`config.mk`:
```
export PLATFORM = sky130hd
export DESIGN_NAME = serial_adder_sub
export DESIGN_NICKNAME = d
export VERILOG_FILES = /design/src/rtl/serial_adder_sub.sv
export SDC_FILE = /design/constraint.sdc
export NUM_CORES = 1
export LEC_CHECK = 0
export ABC_AREA = 0
export CELL_PAD_IN_SITES_DETAIL_PLACEMENT = 2
export CELL_PAD_IN_SITES_GLOBAL_PLACEMENT = 2
export CORE_MARGIN = 1.5
export CORE_UTILIZATION = 30
export DETAILED_ROUTE_END_ITERATION = 16
export GPL_TIMING_DRIVEN = 1
export PLACE_DENSITY_LB_ADDON = 0.1
export SYNTH_ARGS = -nofsm -noshare
export SYNTH_HDL_FRONTEND = slang
export SYNTH_SLANG_ARGS = --single-unit
export TNS_END_PERCENT = 50
```
`constraint.sdc`:
```
create_clock -name clk -period 1.89 [get_ports clk]
set_clock_uncertainty 0.05 [all_clocks]
set_input_delay 0.378 -clock clk [delete_from_list [all_inputs] [get_ports clk]]
set_output_delay 0.378 -clock clk [all_outputs]
set_load 0.03 [all_outputs]
```
`src/rtl/serial_adder_sub.sv`:
```
// serial_adder_sub: bit-serial WIDTH-bit adder/subtractor with start/busy/done handshake.
module serial_adder_sub #(
  parameter int WIDTH = 8
) (
  input  logic             clk,
  input  logic             reset,
  input  logic             start,
  input  logic             sub,
  input  logic [WIDTH-1:0] a,
  input  logic [WIDTH-1:0] b,
  input  logic             cin,
  output logic             busy,
  output logic             done,
  output logic [WIDTH-1:0] sum,
  output logic             cout,
  output logic             ovf
);
  localparam int CW = $clog2(WIDTH);
  typedef enum logic [1:0] {IDLE, RUN, DONE} state_t;
  state_t state, state_nxt;
  logic [WIDTH-1:0] a_sr, b_sr, r_sr;
  logic [CW-1:0] cnt;
  logic c, s, c_nxt, last;
  assign s = a_sr[0] ^ b_sr[0] ^ c;
  assign c_nxt = (a_sr[0] & b_sr[0]) | (c & (a_sr[0] ^ b_sr[0]));
  assign last = cnt == CW'(WIDTH - 1);
  assign busy = state == RUN;
  assign done = state == DONE;
  always_ff @(posedge clk)
    state <= reset ? IDLE : state_nxt;
  always_comb
    state_nxt = (state == IDLE && start) ? RUN :
                (state == RUN && last)   ? DONE :
                (state == DONE)          ? IDLE : state;
  // ovf compares the carry into the MSB (c) with the carry out of it (c_nxt) on the last bit
  always_ff @(posedge clk) begin
    if (reset) begin
      a_sr <= '0;
      b_sr <= '0;
      r_sr <= '0;
      cnt  <= '0;
      c    <= 1'b0;
      sum  <= '0;
      cout <= 1'b0;
      ovf  <= 1'b0;
    end else if (state == IDLE && start) begin
      a_sr <= a;
      b_sr <= sub ? ~b : b;
      c    <= sub | cin;
      cnt  <= '0;
    end else if (state == RUN) begin
      a_sr <= a_sr >> 1;
      b_sr <= b_sr >> 1;
      r_sr <= {s, r_sr[WIDTH-1:1]};
      c    <= c_nxt;
      cnt  <= cnt + CW'(1);
      if (last) begin
        sum  <= {s, r_sr[WIDTH-1:1]};
        cout <= c_nxt;
        ovf  <= c ^ c_nxt;
      end
    end
  end
endmodule
```
==> results by group <==
Run status
  – Outcome: completed

Logic synthesis
  – Post-synthesis sequential area ratio: 46.2%
  – Number of synthesized flops with an enable pin: 0
  – Unique masters post-synth: 29
  – Flops & latches, synth: 39
  – Syn Area/Cell: 9.09 um2
  – Syn. warnings: 0
  – Most used DFF post-synth: dfxtp_1
  – Mapped Area: 1690 um2
  – Ys async rst share: 0%
  – Mapped Cells: 186
  – Syn Nets: 210

Clock tree
  – CTS tree: built
  – Clock Sink Count: 39
  – CTS Hold Buffers Added: 0
  – Total CTS buffers: 5
  – Clk Latency, worst-skew pair: 0.29 ns
  – Clock Root Buffer: clkbuf_8
  – Worst-path clk slew: 0.07 ns
  – H-tree levels: 2
  – CTS max path bufs: 2

Critical path
  – CP Data Required Time: 1.46 ns
  – End of the critical path: ovf
  – Worst-path cell chain: clkdlybuf4s50_1
  – CP delay by family, top: buffers and inverters
  – Crit path depth: 1
  – Buf/Inv on CP: 1
  – Crit end category: output port
  – Reg2Reg Setup Slack: 0.25 ns
  – CP max FO: 2
  – Crit path from: ovf
  – Max stage delay on crit path: 0.69 ns
  – RR Startpoint: state[0]
  – Slowest cell on the critical path: clkdlybuf4s50_1
  – Crit path kind: reg2out
  – Worst setup SP type: flip-flop
  – Reg2reg end: b_sr[7]
  – Worst Path Arrival: 1.31 ns
  – Worst-case reg-to-reg path depth: 4

Cells and area
  – Register area: 782 um2
  – Antenna cells: 0
  – Final Util: 40.5%
  – Area delta synth->final: 31.2%
  – Share of post-route cells with drive strength above 1: 10.8%
  – Final nets: 247
  – Fillers: 625
  – Multi-input gate area: 840 um2
  – Non-Filler Cell Area, Final: 2220 um2

GRT
  – GRT Residual Overflow: 0
  – Vias in the first global route: 1545
  – Total GRT Usage: 15.8%
  – Global-route wire length before repair: 7.45 mm
  – Largest net degree at the start of global routing: 17
  – Initial antenna violation count: 0

Drt
  – Iteration-0 DRC Markers: 30
  – Via/cell ratio: 4.82
  – Via count: 1422
  – Wire length per cell: 14.9 um
  – DRT Pass-1 Iters: 4
  – WL final: 4.38 mm
  – Detailed-route DRC error count: 0
  – Antenna viol nets, final: 0

Timing
  – Final min period: 1.74 ns
  – Max Clk Rate: 0.575 GHz
  – Setup TNS Final: 0 ns
  – Worst slew pin tran: 0.718 ns
  – Final slew viol count: 0
  – Hold slack: 0.411 ns
  – RSZ-0062 raised after global routing: false
  – Rel. slew slack: 52.1%
  – Hold Vio Cnt, Final: 0
  – Final worst path period share: 92.1%
  – Final Setup Violations: 0

Floorplan
  – Ports: 33
  – Die width: 78.1 um
  – Area of the die: 6090 um2
  – Starting density of the core: 30.9%
  – Core region area: 5470 um2
  – Num rows: 27
  – Die H: 78.1 um

Power and ir drop
  – PwrDens: 758 nW/um2
  – Peak supply drop: 0.000288 V
  – Total power draw: 1.68 mW
  – Leak: 0.804 nW

Hold path
  – Hold Crit Class: reg2reg

Job
  – Number of max-cap violations: 0

Placement
  – GP Congestion: 0.687
  – Area post-placement: 2130 um2
  – # port buffers: 32
  – Estimated wirelength of the detail-placed design: 3.39 mm
==> worst min-delay path: stages (launching register included) <==
cell	delay, ns
dfxtp_1	0.31
nand2_1	0.05
a21oi_1	0.06
==> worst min-delay path by stage <==
stage,startpoint,endpoint,slack [ns],cells past startpoint
3_3_place_gp,sum[5],sum[5],0.39,2
5_1_grt,cout,cout,0.44,2
4_1_cts,cout,cout,0.42,2
3_5_place_dp,r_sr[1],r_sr[1],0.41,2
2_1_floorplan,r_sr[1],sum[0],0.38,2
6_report,cout,cout,0.41,2
==> state kept, by name (all words and copies together), names as in the netlist <==
name   flops
b_sr       8
c          1
sum        8
a_sr       8
cout       1
cnt        3
ovf        1
state      2
r_sr       7
==> final cells by class <==
class / count / share of cell area (%)
multi-input combinational: 132 / 37.9
sequential: 39 / 35.3
timing repair buffer: 43 / 18.5
tap: 72 / 4.06
clock buffer: 6 / 3.72
inverter: 2 / 0.339
clock inverter: 1 / 0.226
==> stage by stage <==
step | setup WS, ns | std cells
after floorplan | 0.444 | 186
after global placement | 0.0505 | 288
after detailed placement | -0.101 | 288
after CTS | 0.0400 | 295
after global routing | 0.0791 | 295
final | 0.150 | 295
==> cell families (layout without fill, tap and decap cells) <==
group           Yosys count  count (layout)  share of synthesized area [%]
simple gates             66              66                           19.2
compound gates           41              41                           15.5
flops                    39              39                           46.2
buf+inv                  15              52                           4.14
mux                      12              12                           7.11
xor+xnor                 10              10                           5.18
fa+ha+maj                 3               3                           2.66
==> what timing repair did <==
action,4_1_cts,5_1_grt
resized for setup,0,1
hold endpoints to repair,0,0
setup endpoints to repair,0,1
setup buffers,0,0
==> layout by cell type (no fill, tap or decap) <==
cell	synthesis	final
clkdlybuf4s50_1	0	30
a22oi_1	2	2
ha_1	2	2
clkbuf_8	0	6
buf_4	0	12
xnor2_1	6	6
mux2i_1	12	12
xor2_1	4	4
dfxtp_1	39	38
o31ai_1	4	4
o21ai_1	3	3
o21bai_1	1	1
fa_1	1	1
nand3b_1	8	8
buf_12	0	1
dfxtp_2	0	1
clkinv_2	0	1
inv_1	1	1
nor3_1	5	5
o21ba_2	1	1
a211oi_1	8	8
nand2_1	32	32
nor2_1	13	13
or4b_1	1	1
nand2b_1	4	4
nor3b_1	1	1
a21oi_1	18	18
a2bb2oi_1	4	4
nor3b_4	1	1
and3b_1	1	1
inv_2	1	1
==> power breakdown <==
group / switching, mW / total, mW / internal, mW
Combinational: 0.109 / 0.234 / 0.124
Clock: 0.280 / 0.567 / 0.286
Sequential: 0.0242 / 0.881 / 0.856
Total: 0.414 / 1.68 / 1.27
==> layer usage <==
metal / up-vias / wire, um / global-route usage, %
met5: - / 0 / 0
met4: 0 / 66 / 5.89
met3: 5 / 120 / 3.49
met2: 22 / 2300 / 28.5
met1: 683 / 1890 / 18.1
li1: 712 / - / -
==> Yosys cell counts (4+ instances only) <==
cell       instances  area (um2)
a211oi_1           8        60.1
dfxtp_1           39         781
a21oi_1           18        90.1
buf_2              5        25.0
nand3b_1           8        60.1
xnor2_1            6        52.6
nand2_1           32         120
o31ai_1            4        30.0
nor3_1             5        25.0
clkbuf_1           6        22.5
a2bb2oi_1          4        35.0
nand2b_1           4        25.0
mux2i_1           12         120
xor2_1             4        35.0
nor2_1            13        48.8
Power figures use the tool's default switching activity.
